$ cat src/rtl/adc_fifo_read_arbiter.sv
// adc_fifo_read_arbiter
//   Owns the single read port of the ADC sample FIFO (clk_usb domain) and
//   shares it between single-word register reads and multi-word stream
//   bursts. Stream reads are paced into segments of segment_threshold words,
//   reads wanted while the FIFO is empty are counted, and each issued read is
//   tagged so the downstream mux can route the returning data.
//
// Ports
//   clk_usb, reset_n        clock, asynchronous active-low reset
//   enable                  low blocks new grants and aborts a running burst
//   reg_rd_req              1-cycle pulse, register path wants one word
//   reg_rd_pending          register request held, not yet issued
//   reg_rd_overrun          sticky, request arrived while one was pending
//   strm_req                level, stream engine wants a burst
//   strm_burst_len          words per burst, sampled at grant (0 = no-op)
//   strm_grant              high for the whole burst
//   fifo_empty, fifo_rd_en  FIFO status / read strobe
//   rd_tag                  00 none, 01 register, 10 stream; aligned to data
//   segment_threshold       stream words per segment (0 = no segmentation)
//   segment_done            stream paused at a segment boundary
//   segment_ack             1-cycle pulse releasing the pause
//   underflow_count         saturating count of reads wanted while empty
//   clear_counts            sync clear of underflow, overrun, segment counter

module adc_fifo_read_arbiter #(
  parameter int pRD_LAT = 1,
  parameter int pLEN_W  = 8
) (
  input  logic              clk_usb,
  input  logic              reset_n,
  input  logic              enable,
  input  logic              reg_rd_req,
  output logic              reg_rd_pending,
  output logic              reg_rd_overrun,
  input  logic              strm_req,
  input  logic [pLEN_W-1:0] strm_burst_len,
  output logic              strm_grant,
  input  logic              fifo_empty,
  output logic              fifo_rd_en,
  output logic [1:0]        rd_tag,
  input  logic [16:0]       segment_threshold,
  output logic              segment_done,
  input  logic              segment_ack,
  output logic [7:0]        underflow_count,
  input  logic              clear_counts
);

  localparam int unsigned LAT = pRD_LAT;

  typedef enum logic [1:0] {
    ST_IDLE,
    ST_REG,
    ST_BURST,
    ST_SEG_PAUSE
  } state_t;

  state_t            state_q, state_d;
  logic [pLEN_W-1:0] rem_q, rem_d;
  logic [16:0]       seg_cnt_q, seg_cnt_d, seg_cnt_inc;
  logic              pend_q, pend_d;
  logic              ovr_q, ovr_d;
  logic              grant_q, done_q;
  logic [7:0]        uflow_q, uflow_d;
  logic [1:0]        tag_pipe_q [LAT];
  logic [1:0]        tag_pipe_d [LAT];

  logic              rd_en;
  logic              uflow_inc;
  logic              reg_serve;
  logic              seg_hit;
  logic [1:0]        issue_tag;

  always_comb begin
    state_d     = state_q;
    rem_d       = rem_q;
    seg_cnt_d   = seg_cnt_q;
    pend_d      = pend_q;
    ovr_d       = ovr_q;
    uflow_d     = uflow_q;
    rd_en       = 1'b0;
    uflow_inc   = 1'b0;
    issue_tag   = 2'b00;
    seg_cnt_inc = seg_cnt_q + 17'd1;
    // Live threshold compare with >= so a lowered threshold pauses on the next read.
    seg_hit     = (segment_threshold != '0) && (seg_cnt_inc >= segment_threshold);
    // A pending register read is serviced from REG, or directly while paused.
    reg_serve   = (state_q == ST_REG) ||
                  ((state_q == ST_SEG_PAUSE) && pend_q && enable);

    case (state_q)
      ST_IDLE: begin
        if (pend_q && enable) begin
          state_d = ST_REG;
        end else if (strm_req && enable && (strm_burst_len != '0)) begin
          rem_d   = strm_burst_len;
          state_d = ST_BURST;
        end
      end
      ST_REG: begin
        state_d = ST_IDLE;
      end
      ST_BURST: begin
        if (!enable) begin
          state_d = ST_IDLE;
        end else if (!fifo_empty) begin
          rd_en     = 1'b1;
          issue_tag = 2'b10;
          rem_d     = rem_q - pLEN_W'(1);
          seg_cnt_d = seg_cnt_inc;
          if (seg_hit) begin
            rem_d   = '0;
            state_d = ST_SEG_PAUSE;
          end else if (rem_q == pLEN_W'(1)) begin
            state_d = ST_IDLE;
          end
        end else begin
          uflow_inc = 1'b1;
        end
      end
      ST_SEG_PAUSE: begin
        if (segment_ack) begin
          seg_cnt_d = '0;
          state_d   = ST_IDLE;
        end
      end
      default: state_d = ST_IDLE;
    endcase

    if (reg_serve) begin
      pend_d = 1'b0;
      if (!fifo_empty) begin
        rd_en     = 1'b1;
        issue_tag = 2'b01;
      end else begin
        uflow_inc = 1'b1;
      end
    end

    if (reg_rd_req) begin
      if (pend_q) begin
        ovr_d = 1'b1;
      end else begin
        pend_d = 1'b1;
      end
    end

    if (uflow_inc && (uflow_q != 8'hFF)) begin
      uflow_d = uflow_q + 8'd1;
    end

    if (clear_counts) begin
      uflow_d   = '0;
      ovr_d     = 1'b0;
      seg_cnt_d = '0;
    end
  end

  always_comb begin
    tag_pipe_d[0] = issue_tag;
    for (int unsigned i = 1; i < LAT; i++) begin
      tag_pipe_d[i] = tag_pipe_q[i-1];
    end
  end

  always_ff @(posedge clk_usb or negedge reset_n) begin
    if (!reset_n) begin
      state_q    <= ST_IDLE;
      rem_q      <= '0;
      seg_cnt_q  <= '0;
      pend_q     <= 1'b0;
      ovr_q      <= 1'b0;
      grant_q    <= 1'b0;
      done_q     <= 1'b0;
      uflow_q    <= '0;
      tag_pipe_q <= '{default: '0};
    end else begin
      state_q    <= state_d;
      rem_q      <= rem_d;
      seg_cnt_q  <= seg_cnt_d;
      pend_q     <= pend_d;
      ovr_q      <= ovr_d;
      grant_q    <= (state_d == ST_BURST);
      done_q     <= (state_d == ST_SEG_PAUSE);
      uflow_q    <= uflow_d;
      tag_pipe_q <= tag_pipe_d;
    end
  end

  assign fifo_rd_en      = rd_en;
  assign rd_tag          = tag_pipe_q[LAT-1];
  assign reg_rd_pending  = pend_q;
  assign reg_rd_overrun  = ovr_q;
  assign strm_grant      = grant_q;
  assign segment_done    = done_q;
  assign underflow_count = uflow_q;

endmodule
$ cat config.mk
export PLATFORM = sky130hd
export DESIGN_NAME = adc_fifo_read_arbiter
export DESIGN_NICKNAME = d
export VERILOG_FILES = /design/src/rtl/adc_fifo_read_arbiter.sv
export SDC_FILE = /design/constraint.sdc
export NUM_CORES = 1
export LEC_CHECK = 0
export CORE_UTILIZATION = 58
export DETAILED_ROUTE_END_ITERATION = 8
export GPL_TIMING_DRIVEN = 0
export PLACE_DENSITY_LB_ADDON = 0.2
export SETUP_SLACK_MARGIN = 0.2
export SYNTH_ARGS = -nofsm -noshare
export SYNTH_HDL_FRONTEND = slang
export SYNTH_SLANG_ARGS = --single-unit
$ cat constraint.sdc
create_clock -name clk_usb -period 4.9 [get_ports clk_usb]
set_input_delay 0.735 -clock clk_usb [delete_from_list [all_inputs] [get_ports clk_usb]]
set_output_delay 0.735 -clock clk_usb [all_outputs]
set_load 0.01 [all_outputs]
After elaboration in Yosys (flattened, before gate mapping)
Cells that the tools add are included.
{"block": "totals", "reg_bits": 41, "output_inout_bits": 15, "wordCells": 88, "input_bits": 33}
{"block": "op_classes", "n_lt_le_gt_ge": 1, "n_eq_ne": 14, "mux": 42, "reduce_logical": 19, "n_addsub": 3}
{"operator": "$mux 17", "count": 4}
{"operator": "$mux 8", "count": 7}
{"operator": "$pmux 17 s2", "count": 1}
{"operator": "$mux 2", "count": 12}
{"operator": "$add 17x1->17 const B", "count": 1}
{"operator": "$ge 17x17->1", "count": 1}
{"operator": "$reduce_bool 17->1", "count": 1}
{"operator": "$mux 1", "count": 16}
{"operator": "$pmux 8 s2", "count": 1}
{"operator": "$ne 3x3->1 const B", "count": 3}
{"operator": "$add 8x1->8 const B", "count": 1}
{"operator": "$eq 2x2->1 const B", "count": 4}
{"operator": "$eq 8x1->1 const B", "count": 1}
{"operator": "$ne 2x2->1 const B", "count": 4}
{"operator": "$ne 8x8->1 const B", "count": 1}
{"operator": "$pmux 2 s4", "count": 1}
{"operator": "$reduce_bool 2->1", "count": 4}
{"operator": "$reduce_bool 8->1", "count": 1}
{"operator": "$sub 8x1->8 const B", "count": 1}
{"operator": "$logic_and 1x1->1", "count": 7}
{"operator": "$reduce_and 5->1", "count": 1}
{"operator": "$reduce_and 4->1", "count": 1}
{"operator": "$reduce_bool 3->1", "count": 1}
{"operator": "$eq 2x1->1 const B", "count": 1}
{"operator": "3 further kinds", "count": 3}

Logic depth before layout (Yosys ltp)
Gate-level depths: netlist of run 1.
{"block": "depth", "ltp_word": 8, "depth_mapped": 14, "mapped_depth_nobuf": 13}

Worst setup path before layout of run 1
OpenSTA, ideal clock, no wires.
{"block": "synth_timing", "path_type": "register to register", "startpoint": "register seg_cnt_q[0]", "endpoint": "register rem_q[2]", "arrival_ps": 3019, "setup_time_ps": 121, "n_path_buf": 1, "t_required_ps": 4779, "path_slack_ps": 1760, "synth_period_minus_slack_ps": 3140, "stages_incl_launch_ff": 15, "cell_sequence": "dfrtp_1 > ha_1 > nand2_1 > nor4_1 > and3_1 > clkbuf_1 > nand3_1 > xnor2_1 > ha_1 > nand4_1 > nor3_1 > nand2_1 > a31oi_1 > a21oi_1 > o22a_1"}
{"block": "synth_via", "elab_chain_cells": 7}
{"item": "start, declared", "line": "59", "text": "logic [16:0] seg_cnt_q, seg_cnt_d, seg_cnt_inc;"}
{"item": "start signal, assigned", "line": "179", "text": "seg_cnt_q <= seg_cnt_d;"}
{"item": "$add 17x1->17", "line": "83", "text": "seg_cnt_inc = seg_cnt_q + 17'd1;"}
{"item": "$ge 17x17->1", "line": "85", "text": "seg_hit = (segment_threshold != '0) && (seg_cnt_inc >= segment_threshold);"}
{"item": "$logic_and 1x1->1", "line": "85"}
{"item": "$mux 8", "line": "110", "text": "if (seg_hit) begin"}
{"item": "$mux 8", "line": "105", "text": "end else if (!fifo_empty) begin"}
{"item": "$mux 8", "line": "103", "text": "if (!enable) begin"}
{"item": "$pmux 8 s2", "line": "90", "text": "case (state_q)"}
{"item": "end signal, assigned", "line": "178", "text": "rem_q <= rem_d;"}
{"item": "end, declared", "line": "58", "text": "logic [pLEN_W-1:0] rem_q, rem_d;"}
Every way passes these cells. The select of a mux whose other input is x is not followed.
A chain may end at the register's enable or synchronous reset.

Worst setup path in the final report of run 1
{"block": "layout_timing", "startpoint": "register seg_cnt_q[0]", "endpoint": "register rem_q[4]"}
The elaborated chain is that of the path after synthesis.

==> results.sh, run 1 <==
export IMPL_nFillCells=345
export IMPL_critical_path_cell_chain="ha_1, nand2_1, nor4_1, and3_1, clkbuf_1, nand3_1, xnor2_1, ha_1, nand4_1, nor3_1, nand2_1, a31oi_1, a21oi_1, o22a_1"
export IMPL_net_count_after_synthesis=380
export IMPL_grtUsageMet1=0.376
export IMPL_synth_adder_area_share=0.0933
export IMPL_num_vias=2670
export IMPL_core_area_sq_um=4500
export IMPL_clk_transition_reported_paths_ns=0.08
export IMPL_syn_area_sq_um=2820
export IMPL_synth_edff_count=0
export IMPL_clock_sink_count=41
export IMPL_synth_mux_area_fraction=0.00711
export IMPL_cap_violations=0
export IMPL_groute_usage_overall=0.288
export IMPL_drt_first_iter_violations=181
export IMPL_finalSetupViolCount=0
export IMPL_pwr_density_cell_nw_per_um2=297
export IMPL_share_seq_of_total_power=0.446
export IMPL_dieWidth_um=71.7
export IMPL_grt_setup_unrepaired="no"
export IMPL_cts_buffers_inserted=5
export IMPL_synth_avg_cell_area_sq_um=8.64
export IMPL_cts_resized=0
export IMPL_io_buffers=47
export IMPL_synth_xor_xnor_area_share=0.0684
export IMPL_p_switching_uw=364
export IMPL_grt_pass1_vias=2582
export IMPL_share_of_the_synthesized_area_in_compound_gates_ao_oa_aoi_oai=0.211
export IMPL_multi_input_comb_area_sq_um=1660
export IMPL_yosys_warnings=0
export IMPL_run_status="finished, final reports clean"
export IMPL_highest_clock_rate_mhz=250
export IMPL_postLayoutCellArea_sq_um=3450
export IMPL_synthTopCellsByArea="sky130_fd_sc_hd__dfrtp_1 (36%), sky130_fd_sc_hd__ha_1 (9.3%), sky130_fd_sc_hd__nand2_1 (4.3%)"
export IMPL_synth_top_family_by_area="compound AO/OA/AOI/OAI gates"
export IMPL_worst_endpoint_arrival_ns=4.19
export IMPL_final_period_minus_worst_setup_slack_ns=4.00
export IMPL_synth_seq_cells=41
export IMPL_floorplan_die_area_sq_um=5140
export IMPL_post_synth_top_area_fraction=0.364
export IMPL_cp_start_kind="flop"
export IMPL_finalHoldViolations=0
export IMPL_drt_first_pass_iters=4
export IMPL_groute_layer_met3_usage=0.0464
export IMPL_grt_first_pass_wirelength_mm=11.6
export IMPL_areaGrowthSynthToFinish_pct=22.6
export IMPL_io_pins=48
export IMPL_cts_hold_buffers=0
export IMPL_dpl_cell_area_sq_um=3370
export IMPL_timing_critical_path_fanout_max=7
export IMPL_power_share_clock=0.221
export IMPL_dieHeight_um=71.7
export IMPL_clock_skew_ns=0.00528
export IMPL_power_switching_fraction=0.355
export IMPL_sequential_area_share_after_synthesis=0.364
export IMPL_route_detailed_wl_per_inst_um=16.1
export IMPL_floorplan_initialDensity=0.625
export IMPL_grt_start_max_net_pins=42
export IMPL_synth_distinct_cells=48
export IMPL_fin_nets=435
export IMPL_highest_utilization_routing_layer_at_the_global_route_stage="met2"
export IMPL_critical_path_buf_inv_count=1
export IMPL_worstPathRequired_ns=5.10
export IMPL_cts_htree_levels=2
export IMPL_pwr_share_comb=0.334
export IMPL_cpMaxStageDelayCell="sky130_fd_sc_hd__a31oi_1"
export IMPL_fraction_of_layout_cells_with_a_size_suffix_above_1=0.0525
export IMPL_worst_skew_pair_late_latency_ns=0.30
export IMPL_worst_path_dominant_cell_family="simple AND/OR/NAND/NOR gates"
export IMPL_weighted_congestion_at_the_end_of_routability_driven_global_placement=0.909
export IMPL_regArea_sq_um=1030
export IMPL_grt_antenna_before_repair=0
export IMPL_worstMarginPinSlew_ns=0.807
export IMPL_clock_tree_buffer_depth=2
export IMPL_route_final_wire_length_mm=6.98
export IMPL_grtUsageMet2=0.474
export IMPL_n_antenna_cell=0
export IMPL_cellInternalPower_uw=661
export IMPL_critPathKind="reg -> reg"
export IMPL_drcViolationCount=0
export IMPL_maxSlewHeadroom=0.457
export IMPL_synth_top_flop_cell="sky130_fd_sc_hd__dfrtp_1"
export IMPL_hold_slack_ns=0.391
export IMPL_cts_tree="built"
export IMPL_setup_tns_final_ns=0
export IMPL_crit_path_end_kind="flop"
export IMPL_total_leakage_power_uw=0.00161
export IMPL_core_rowCount=24
export IMPL_yosys_area_share_simple=0.211
export IMPL_postSynth_asyncResetShare=1.00
export IMPL_vdd_drop_max_uv=209
export IMPL_place_detailed_hpwl_mm=5.16
export IMPL_yosysTopAreaCell="sky130_fd_sc_hd__dfrtp_1"
export IMPL_cts_setup_buffers=0
export IMPL_finalCritPeriodShare=0.816
export IMPL_globalRoute_totalOverflow=0
export IMPL_hold_path_class="in -> async"
export IMPL_final_max_slew_viol_count=0
export IMPL_cts_root_buf="sky130_fd_sc_hd__clkbuf_8"
export IMPL_routed_via_density=6.17
export IMPL_max_stage_delay_ns=0.65
export IMPL_drtAntennaViolNets=0
export IMPL_synthesis_instances=326
## power groups by stage
stage / registers (uW) / logic [uW] / clock network [uW]
floorplan: 449 / 214 / 0
global placement: 455 / 325 / 0
detailed placement: 458 / 335 / 0
CTS: 453 / 339 / 228
global route: 463 / 381 / 241
finish: 457 / 342 / 226
## per-stage QoR
step	total power (uW)	utilization	setup WS, ns	instances
4_1_cts	1020	0.767	0.962	433
2_1_floorplan	662	-	1.76	326
5_1_grt	1080	0.767	0.517	433
6_report	1030	0.767	0.904	433
3_3_place_gp	779	0.744	1.16	425
3_5_place_dp	793	0.748	0.977	426
## layout make-up
type	instances	area share
multi-input combinational	252	0.481
tap	52	0.0188
inverter	23	0.0250
sequential	41	0.297
timing repair buffer	48	0.141
buffer	10	0.0123
clock buffer	7	0.0250
## per-layer routing
layer,share of wire,vias up
li1,-,1299
met1,0.46,1270
met2,0.48,85
met3,0.042,16
met4,0.020,0
met5,0,-
## synthesized netlist by cell type (2+ instances only)
library cell / n
sky130_fd_sc_hd__a21oi_1: 18
sky130_fd_sc_hd__a31oi_1: 6
sky130_fd_sc_hd__o31ai_1: 9
sky130_fd_sc_hd__ha_1: 21
sky130_fd_sc_hd__a21o_1: 2
sky130_fd_sc_hd__nor4_1: 8
sky130_fd_sc_hd__dfrtp_1: 41
sky130_fd_sc_hd__a211oi_1: 4
sky130_fd_sc_hd__xor2_1: 13
sky130_fd_sc_hd__nand2b_1: 3
sky130_fd_sc_hd__o21ai_0: 18
sky130_fd_sc_hd__inv_1: 21
sky130_fd_sc_hd__nand4_1: 9
sky130_fd_sc_hd__and4_1: 3
sky130_fd_sc_hd__o22a_1: 2
sky130_fd_sc_hd__mux2i_1: 2
sky130_fd_sc_hd__nand2_1: 32
sky130_fd_sc_hd__nor2b_1: 2
sky130_fd_sc_hd__nor3_1: 2
sky130_fd_sc_hd__nand3_1: 16
sky130_fd_sc_hd__and3_1: 8
sky130_fd_sc_hd__inv_2: 2
sky130_fd_sc_hd__buf_2: 4
sky130_fd_sc_hd__xnor2_1: 9
sky130_fd_sc_hd__a22o_1: 4
sky130_fd_sc_hd__o21ai_1: 12
sky130_fd_sc_hd__nor2_1: 29
sky130_fd_sc_hd__clkbuf_1: 6
## cell usage in the layout, fill, tap and decap left out, drive strengths merged, types with 13 or more instances in the layout
master and instances:
inv 23, xor2 13, ha 21, o21ai 30
a21oi 18, nand2 32, nor2 30, clkbuf 13
clkdlybuf4s50 46, nand3 16, dfrtp 41
## registers in the layout (all words and copies together), names as in the netlist
name / count
seg_cnt_q: 17
rem_q: 8
underflow_count: 8
rd_tag: 2
state_q: 2
reg_rd_overrun: 1
reg_rd_pending: 1
segment_done: 1
strm_grant: 1
## path summary, 6_finish.rpt
path,startpoint,to,slack (ns),depth (start not counted)
max,seg_cnt_q[0]$_DFFE_PN0P_,rem_q[4]$_DFFE_PN0P_,0.90,14
min,reset_n,seg_cnt_q[4]$_DFFE_PN0P_,0.39,2
max reg2reg,seg_cnt_q[0]$_DFFE_PN0P_,rem_q[4]$_DFFE_PN0P_,0.90,14
min reg2reg,reg_rd_overrun$_DFFE_PN0P_,reg_rd_overrun$_DFFE_PN0P_,0.52,2
max in group asynchronous,reset_n,seg_cnt_q[16]$_DFFE_PN0P_,4.30,2
min in group clk_usb,reg_rd_overrun$_DFFE_PN0P_,reg_rd_overrun$_DFFE_PN0P_,0.52,2
## cell families after synthesis
family	Yosys count
and+or+nand+nor	118
AOI/OAI and AO/OA	89
DFF	41
buffers and inverters	33
xor gates and xnor gates	22
adders and majority gates	21
muxes	2
Note: power is estimated with default switching activity, not from simulation.
==> inputs of run 2 (changes only) <==
Settings changed: CORE_UTILIZATION 58 to 54.
Clock period 4.9 ns to 3.8 ns, I/O delays scaled along.
==> results.sh, run 2 (synthesized netlist as in run 1, its figures left out) <==
export IMPL_run_status="finished, final reports clean"
export IMPL_routed_via_density=6.00
export IMPL_io_pins=48
export IMPL_route_detailed_wl_per_inst_um=15.5
export IMPL_finalHoldViolations=0
export IMPL_register_to_register_setup_slack_ns=0.41
export IMPL_grt_antenna_before_repair=0
export IMPL_clock_skew_ns=0.00893
export IMPL_worstPathRequired_ns=3.99
export IMPL_total_leakage_power_uw=0.00163
export IMPL_maxSlewHeadroom=0.442
export IMPL_share_seq_of_total_power=0.442
export IMPL_cap_violations=0
export IMPL_timing_critical_path_fanout_max=7
export IMPL_num_vias=2696
export IMPL_final_period_minus_worst_setup_slack_ns=3.39
export IMPL_cts_root_buf="sky130_fd_sc_hd__clkbuf_8"
export IMPL_crit_path_end_kind="flop"
export IMPL_final_max_slew_viol_count=0
export IMPL_worstMarginPinSlew_ns=0.830
export IMPL_top_register="seg_cnt_q"
export IMPL_vdd_drop_max_uv=266
export IMPL_grt_start_max_net_pins=41
export IMPL_worst_endpoint_arrival_ns=3.57
export IMPL_mostFrequentLayoutCell="sky130_fd_sc_hd__clkdlybuf4s50_1"
export IMPL_cts_htree_levels=2
export IMPL_core_rowCount=25
export IMPL_pwr_density_cell_nw_per_um2=369
export IMPL_postLayoutCellArea_sq_um=3570
export IMPL_cts_buffers_inserted=5
export IMPL_drt_first_pass_iters=5
export IMPL_finalSetupViolCount=0
export IMPL_power_switching_fraction=0.363
export IMPL_cp_start_kind="flop"
export IMPL_clock_sink_count=41
export IMPL_cts_setup_buffers=0
export IMPL_globalRoute_totalOverflow=0
export IMPL_drtAntennaViolNets=0
export IMPL_place_detailed_hpwl_mm=5.11
export IMPL_n_antenna_cell=0
export IMPL_clk_transition_reported_paths_ns=0.08
export IMPL_drt_first_iter_violations=255
export IMPL_clock_tree_buffer_depth=2
export IMPL_dieWidth_um=74.2
export IMPL_critPathKind="reg -> reg"
export IMPL_floorplan_die_area_sq_um=5510
export IMPL_most_frequent_cells_in_the_layout="sky130_fd_sc_hd__clkdlybuf4s50_1 (46), sky130_fd_sc_hd__dfrtp_1 (40), sky130_fd_sc_hd__nand2_1 (32)"
export IMPL_worst_skew_pair_late_latency_ns=0.30
export IMPL_post_layout_total_power_uw=1320
export IMPL_drcViolationCount=0
export IMPL_finalCritPeriodShare=0.891
export IMPL_power_share_clock=0.222
export IMPL_cellInternalPower_uw=839
export IMPL_largest_reg_flops=17
export IMPL_grt_setup_unrepaired="no"
export IMPL_grt_first_pass_wirelength_mm=11.4
export IMPL_pwr_share_comb=0.336
export IMPL_dieHeight_um=74.2
export IMPL_highest_clock_rate_mhz=295
export IMPL_setup_tns_final_ns=0
export IMPL_hold_path_class="in -> async"
export IMPL_weighted_congestion_at_the_end_of_routability_driven_global_placement=0.863
export IMPL_grt_pass1_vias=2548
export IMPL_core_area_sq_um=4880
export IMPL_dpl_cell_area_sq_um=3390
export IMPL_route_final_wire_length_mm=6.96
export IMPL_groute_usage_overall=0.269
export IMPL_p_switching_uw=479
export IMPL_areaGrowthSynthToFinish_pct=26.8
export IMPL_floorplan_initialDensity=0.577
export IMPL_cts_tree="built"
export IMPL_fin_nets=435
export IMPL_fraction_of_layout_cells_with_a_size_suffix_above_1=0.0916
export IMPL_io_buffers=47
-- run 2: cell types whose count changed in the layout (fill, tap and decap cells not counted), moves of 2 or more --
cell,before,now
sky130_fd_sc_hd__clkbuf_1,7,5
sky130_fd_sc_hd__nor2_1,29,27
sky130_fd_sc_hd__nor2_4,0,2
sky130_fd_sc_hd__nor4_1,8,6
-- run 2: critical path: stages (launching register included) --
cell	delay, ns
sky130_fd_sc_hd__dfrtp_1	0.45
sky130_fd_sc_hd__nand3_2	0.24
sky130_fd_sc_hd__nor4_4	0.37
sky130_fd_sc_hd__and3_1	0.19
sky130_fd_sc_hd__clkbuf_2	0.16
sky130_fd_sc_hd__nand3_1	0.12
sky130_fd_sc_hd__xnor2_1	0.17
sky130_fd_sc_hd__ha_1	0.36
sky130_fd_sc_hd__nand4_1	0.18
sky130_fd_sc_hd__nor3_1	0.24
sky130_fd_sc_hd__nand2_1	0.13
sky130_fd_sc_hd__a31oi_4	0.34
sky130_fd_sc_hd__a21oi_1	0.13
sky130_fd_sc_hd__o22a_1	0.19
-- run 2: area by class of cell --
cell class | instances | area, sq um
Sequential cell | 41 | 1030
Timing Repair Buffer | 48 | 485
Fill cell | 371 | 1310
Multi-Input combinational cell | 252 | 1750
Clock buffer | 5 | 68.8
Clock inverter | 3 | 21.3
Buffer | 10 | 43.8
Tap cell | 67 | 83.8
Inverter | 23 | 86.3
-- run 2: worst paths after layout --
check	startpoint	to	cells past startpoint
setup / recovery	seg_cnt_q[2]$_DFFE_PN0P_	rem_q[2]$_DFFE_PN0P_	13
min in group clk_usb	reg_rd_overrun$_DFFE_PN0P_	reg_rd_overrun$_DFFE_PN0P_	2
max in group asynchronous	reset_n	seg_cnt_q[0]$_DFFE_PN0P_	2
setup reg to reg	seg_cnt_q[2]$_DFFE_PN0P_	rem_q[2]$_DFFE_PN0P_	13
hold / removal	reset_n	seg_cnt_q[1]$_DFFE_PN0P_	1
hold reg to reg	reg_rd_overrun$_DFFE_PN0P_	reg_rd_overrun$_DFFE_PN0P_	2
-- run 2: timing repair --
item | CTS | global route
endpoints found under the setup margin | 9 | 12
hold buffers | 0 | 0
pin swaps | 0 | 3
resized for setup | 3 | 15
-- run 2: metal layers --
layer	track usage	wire, um	vias up
met4	0.0797	137	0
li1	-	-	1303
met3	0.0488	339	18
met5	0	0	-
met2	0.426	3350	97
met1	0.379	3130	1278
-- run 2: power groups by stage --
stage / registers [uW] / logic (uW) / clock network, uW
2_1_floorplan: 578 / 275 / 0
3_3_place_gp: 586 / 417 / 0
3_5_place_dp: 587 / 434 / 0
4_1_cts: 580 / 439 / 295
5_1_grt: 593 / 493 / 314
6_report: 583 / 443 / 292
-- run 2: stage by stage --
| step | hold WS, ns | util | worst slack, ns | cells |
|---|---|---|---|---|
| after floorplan | 0.274 | - | 0.660 | 326 |
| after global placement | 0.480 | 0.691 | 0.0742 | 440 |
| after detailed placement | 0.370 | 0.694 | 0.0116 | 441 |
| after CTS | 0.0544 | 0.716 | 0.239 | 449 |
| after global routing | 0.0475 | 0.732 | 0.204 | 449 |
| final | 0.0546 | 0.732 | 0.413 | 449 |
==> inputs of run 3 (changes only) <==
Settings changed: CTS_CLUSTER_DIAMETER set to 30, HOLD_SLACK_MARGIN set to 0.12.
==> results.sh, run 3 (synthesized netlist as in run 1, its figures left out) <==
export IMPL_vdd_drop_max_uv=265
export IMPL_io_pins=48
export IMPL_hold_path_class="reg -> reg"
export IMPL_place_detailed_hpwl_mm=5.11
export IMPL_floorplan_initialDensity=0.577
export IMPL_post_layout_total_power_uw=1320
export IMPL_core_area_sq_um=4880
export IMPL_min_delay_path_depth=2
export IMPL_finalHoldViolations=0
export IMPL_crit_reg2reg_launch="seg_cnt_q[0]$_DFFE_PN0P_"
export IMPL_drcViolationCount=0
export IMPL_mostFrequentLayoutCell="sky130_fd_sc_hd__clkdlybuf4s50_1"
export IMPL_largest_reg_flops=17
export IMPL_io_buffers=47
export IMPL_fraction_of_layout_cells_with_a_size_suffix_above_1=0.0914
export IMPL_cts_tree="built"
export IMPL_worstHoldEndpoint="reg_rd_overrun$_DFFE_PN0P_"
export IMPL_worstPathRequired_ns=3.98
export IMPL_cts_buffers_inserted=5
export IMPL_dieHeight_um=74.2
export IMPL_floorplan_die_area_sq_um=5510
export IMPL_cts_htree_levels=2
export IMPL_groute_usage_overall=0.270
export IMPL_route_detailed_wl_per_inst_um=15.5
export IMPL_weighted_congestion_at_the_end_of_routability_driven_global_placement=0.863
export IMPL_timing_hold_worst_start="reg_rd_overrun$_DFFE_PN0P_"
export IMPL_finalNonFillerCells=450
export IMPL_cp_start_kind="flop"
export IMPL_drt_first_iter_violations=279
export IMPL_grt_first_pass_wirelength_mm=11.4
export IMPL_grt_antenna_before_repair=0
export IMPL_globalRoute_totalOverflow=0
export IMPL_run_status="finished, final reports clean"
export IMPL_clk_transition_reported_paths_ns=0.09
export IMPL_nFillCells=370
export IMPL_finalSetupViolCount=0
export IMPL_most_frequent_cells_in_the_layout="sky130_fd_sc_hd__clkdlybuf4s50_1 (46), sky130_fd_sc_hd__dfrtp_1 (40), sky130_fd_sc_hd__nand2_1 (32)"
export IMPL_fin_nets=436
export IMPL_post_route_util=0.734
export IMPL_grt_start_max_net_pins=41
export IMPL_num_vias=2725
export IMPL_final_max_slew_viol_count=0
export IMPL_timing_critical_path_fanout_max=7
export IMPL_worst_endpoint_arrival_ns=3.57
export IMPL_top_register="seg_cnt_q"
export IMPL_placed_cells=441
export IMPL_total_leakage_power_uw=0.00163
export IMPL_core_rowCount=25
export IMPL_final_period_minus_worst_setup_slack_ns=3.39
export IMPL_cts_setup_buffers=0
export IMPL_route_final_wire_length_mm=6.98
export IMPL_finalCritPeriodShare=0.891
export IMPL_setup_tns_final_ns=0
export IMPL_r2r_worst_path_cells=14
export IMPL_n_antenna_cell=0
export IMPL_cap_violations=0
export IMPL_postLayoutSetupSlackWorst_ns=0.415
export IMPL_critPathKind="reg -> reg"
export IMPL_highest_clock_rate_mhz=295
export IMPL_pwr_density_cell_nw_per_um2=368
export IMPL_dieWidth_um=74.2
export IMPL_drtAntennaViolNets=0
export IMPL_grt_pass1_vias=2570
export IMPL_timing_rr_end="rem_q[2]$_DFFE_PN0P_"
export IMPL_place_worst_setup_slack_ns=0.0116
export IMPL_worstMarginPinSlew_ns=0.843
export IMPL_maxSlewHeadroom=0.433
export IMPL_cts_root_buf="sky130_fd_sc_hd__clkbuf_8"
export IMPL_drt_first_pass_iters=7
export IMPL_register_to_register_setup_slack_ns=0.41
export IMPL_routed_via_density=6.06
export IMPL_clock_sink_count=41
export IMPL_clock_tree_buffer_depth=2
export IMPL_crit_path_end_kind="flop"
export IMPL_clock_skew_ns=0.00852
export IMPL_worst_skew_pair_late_latency_ns=0.29
export IMPL_grt_setup_unrepaired="no"
export IMPL_areaGrowthSynthToFinish_pct=27.1
run 3: cell types whose count changed in the layout (fill, tap and decap cells not counted):
cell | previous run | this run
sky130_fd_sc_hd__dlygate4sd3_1 | 0 | 1
run 3: final cells by class:
cell class	count	area (sq um)	share of cell area
plain buffers	10	43.8	0.0122
clock buffers	5	68.8	0.0192
clock inverters	3	21.3	0.00594
inverters	23	86.3	0.0241
multi-input cells	252	1750	0.490
flip-flops and latches	41	1030	0.287
well taps	67	83.8	0.0234
repair buffers	49	495	0.138
run 3: worst max-delay path by stage:
stage,startpoint,end,slack (ns),cells after the start
final,seg_cnt_q[0]$_DFFE_PN0P_,rem_q[2]$_DFFE_PN0P_,0.41,14
after global routing,seg_cnt_q[6]$_DFFE_PN0P_,rem_q[4]$_DFFE_PN0P_,0.20,13
after CTS,seg_cnt_q[0]$_DFFE_PN0P_,state_q[0]$_DFF_PN0_,0.24,13
after detailed placement,seg_cnt_q[0]$_DFFE_PN0P_,rem_q[2]$_DFFE_PN0P_,0.01,14
after global placement,seg_cnt_q[0]$_DFFE_PN0P_,rem_q[2]$_DFFE_PN0P_,0.07,14
after floorplan,seg_cnt_q[0]$_DFFE_PN0P_,rem_q[2]$_DFFE_PN0P_,0.66,14
run 3: stage by stage:
step / hold WS, ns / instance area (sq um)
final: 0.506 / 3580
after global routing: 0.527 / 3580
after floorplan: 0.274 / 2820
after detailed placement: 0.370 / 3390
after global placement: 0.480 / 3370
after CTS: 0.510 / 3500
run 3: repair_timing:
action	4_1_cts	5_1_grt
setup endpoints to repair	9	12
endpoints found under the hold margin	1	0
pin swaps	0	3
gates resized for setup	3	15
hold buffers	1	0
run 3: worst max-delay path: stages, from the launching register on:
cell and delay, ns:
sky130_fd_sc_hd__dfrtp_2 0.42, sky130_fd_sc_hd__ha_2 0.25, sky130_fd_sc_hd__nand2_1 0.16, sky130_fd_sc_hd__nor4_4 0.21
sky130_fd_sc_hd__and3_1 0.19, sky130_fd_sc_hd__clkbuf_2 0.16, sky130_fd_sc_hd__nand3_1 0.12, sky130_fd_sc_hd__xnor2_1 0.17
sky130_fd_sc_hd__ha_1 0.36, sky130_fd_sc_hd__nand4_1 0.18, sky130_fd_sc_hd__nor3_1 0.24, sky130_fd_sc_hd__nand2_1 0.13
sky130_fd_sc_hd__a31oi_4 0.34, sky130_fd_sc_hd__a21oi_1 0.13, sky130_fd_sc_hd__o22a_1 0.19
run 3: metal layers:
metal  part of all wire  wire (um)  vias to the layer above  global-route usage
li1                   -          -                     1303                   -
met1               0.45       3140                     1304               0.377
met2               0.49       3400                      101               0.428
met3              0.048        337                       17              0.0488
met4              0.014        101                        0              0.0839
met5                  0          0                        -                   0
run 3: power breakdown:
group	total, uW	leakage, uW	internal [uW]	switching [uW]
clock network	291	0.0000445	130	160
logic	444	0.00104	207	237
registers	584	0.000549	502	81.5
total	1320	0.00163	840	479
==> edit (flow settings as in run 1) <==
Change the parameter `pLEN_W` from 8 to 10.
--- a/src/rtl/adc_fifo_read_arbiter.sv
+++ b/src/rtl/adc_fifo_read_arbiter.sv
@@ -25,5 +25,5 @@
 module adc_fifo_read_arbiter #(
   parameter int pRD_LAT = 1,
-  parameter int pLEN_W  = 8
+  parameter int pLEN_W  = 10
 ) (
   input  logic              clk_usb,
Ports: changed (resized strm_burst_len); port bits go from 48 to 50. The function was not compared with the original's and may differ.
==> edit against run 1 <==
Sequential cell count increased by 2; total power rose by 17%; wire length grew 2.4%; cell area rose by 8.9%; worst setup slack improved by 0.098 ns; clock power rose by 26%; synthesized area up 8.2%; cell count increased by 9.9%; critical path depth rose by 2.
==> edit: results (changes against run 1) <==
Run status
  – Outcome: complete, no violations

CTS
  – # Post-CTS Setup Buffers: 0 (unchanged)
  – Clk root buf: clkbuf_8
  – Inserted Clock Buffers: 5 (unchanged)
  – Clock-pin slew on the worst setup and hold paths: 0.09 ns
  – Max clock buf depth: 2 (unchanged)
  – Worst-Skew Late Latency: 0.31 ns
  – CTS H-tree depth: 2 (unchanged)
  – Number of gates resized after CTS: 0 (unchanged)

Place
  – Placer Congestion: 0.8675 (-4.6%)
  – Dpl hpwl: 5414 µm (+5.0%)
  – Placed Area: 0.003649 mm² (+8.4%)
  – Port bufs: 49 (+4.3%)

Drt
  – Initial DRT Pass Iterations: 4 (unchanged)
  – Vias per cell: 5.792 (-6.1%)
  – Total Wirelength: 7155 µm (+2.4%)
  – DR iter-0 viols: 144 (-20%)

Critical path
  – Critical Path AT: 4.13 ns (-0.06 ns)
  – Worst reg2reg endpoint: rem_q[6]
  – Worst r2r path cells: 16 (+2)
  – R2R Setup Slk: 1.00 ns (+0.10 ns)
  – Highest fanout seen on the critical path: 10 (+3)
  – R2R Path Start: seg_cnt_q[0]
  – Slowest-stage cell, CP: dfrtp_1
  – Slowest cell delay on critical path: 0.45 ns (-0.20 ns)

Global routing
  – Global-route usage over all layers: 27.86% (-0.94 points)
  – Largest net degree at the start of global routing: 24 (-43%)
  – First-pass GRT wire length: 11660 µm (+0.84%)
  – Antenna violations before repair: 0 (unchanged)
  – Vias in the first global route: 2573 (-0.35%)

Layout
  – Share of cells above drive strength 1: 7.635% (+2.4 points)
  – Largest register by flop count: seg_cnt_q
  – Layout Nets: 461 (+6.0%)
  – Antenna diodes: 0 (unchanged)
  – Max reg flops: 17 (unchanged)

Synthesis
  – Synth top area cells: dfrtp_1 (35%), ha_1 (8.6%), nor2_1 (4.6%)
  – Sequential-to-total area share from yosys stat: 35.30% (-1.1 points)
  – Async SR Flop Fraction: 100.0% (unchanged)
  – Post-synth cell types: 53 (+10%)
  – Synthesis Warnings: 0 (unchanged)
  – Syn Nets: 404 (+6.3%)
  – Commonest cells in the netlist: dfrtp_1 (43), nor2_1 (37), nand2_1 (26), o21ai_0 (26), inv_1 (22)

STA
  – Max_slew headroom: 54.35% (+8.6 points)
  – Skew final: 0.008045 ns (+0.002765 ns)
  – Max Slew Vio Count: 0 (unchanged)

Power
  – P_leak: 1.733 nW (+7.9%)
  – Peak supply drop: 0.0001496 V (-29%)
  – Int Pwr: 0.7787 mW (+18%)

Min path
  – Hold/Removal Path Class: in2async
-- edit: critical path: cells and delay by family, from the launching register on --
family / cells / cell delay [ns]
AND/OR/NAND/NOR: 8 / 1.50
XOR/XNOR: 1 / 0.19
buffers and inverters: 3 / 0.78
flip-flops: 1 / 0.45
adder cells (fa/ha/maj): 2 / 0.51
AO/OA/AOI/OAI: 2 / 0.37
-- edit: kinds of logic (layout without fill, tap and decap cells) --
group | Yosys count | count (layout) | synth area share (%)
fa+ha+maj | 21 | 21 | 8.621
buf+inv | 42 | 100 | 7.020
compound gates | 93 | 93 | 21.14
simple gates | 126 | 126 | 21.26
xor+xnor | 22 | 22 | 6.322
flops | 43 | 43 | 35.30
mux | 1 | 1 | 0.3284
-- edit: power groups by stage --
| stage | Clock [mW] | Sequential [mW] | Combinational [mW] |
|---|---|---|---|
| CTS | 0.288 | 0.477 | 0.442 |
| global route | 0.300 | 0.483 | 0.492 |
| global placement | 0 | 0.478 | 0.427 |
| floorplan | 0 | 0.475 | 0.296 |
| finish | 0.284 | 0.478 | 0.441 |
| detailed placement | 0 | 0.484 | 0.440 |
-- edit: area by class of cell --
class | count | area (µm²)
multi-input combinational | 263 | 1758
fill | 399 | 1314
clock buffer | 5 | 68.82
clock inverter | 3 | 43.79
buffer | 20 | 131.4
inverter | 22 | 82.58
tap | 70 | 87.58
timing repair buffer | 50 | 513.0
sequential | 43 | 1076
-- edit: metrics by stage --
step / worst slack (ns) / hold WS (ns) / std cells
after floorplan: 1.652 / 0.4394 / 348
after global placement: 1.185 / 0.4788 / 467
after detailed placement: 1.100 / 0.4944 / 468
after CTS: 1.053 / 0.4246 / 476
after global routing: 0.6402 / 0.4458 / 476
final: 1.002 / 0.4050 / 476
-- edit: metal layers --
| layer | up-vias | global-route usage, % | share of wire [%] |
|---|---|---|---|
| met5 | - | 0 | 0 |
| met4 | 0 | 10.27 | 1.9 |
| met3 | 13 | 3.523 | 4.5 |
| met2 | 82 | 46.95 | 48 |
| met1 | 1288 | 36.72 | 45 |
| li1 | 1374 | - | - |
-- edit: how the worst max path moves through the flow --
stage,start,to,cells after the start
after global routing,seg_cnt_q[0],rem_q[6],16
after detailed placement,seg_cnt_q[0],rem_q[6],16
after CTS,seg_cnt_q[0],rem_q[6],16
after floorplan,seg_cnt_q[0],rem_q[6],15
final,seg_cnt_q[0],rem_q[6],16
after global placement,seg_cnt_q[0],rem_q[6],16
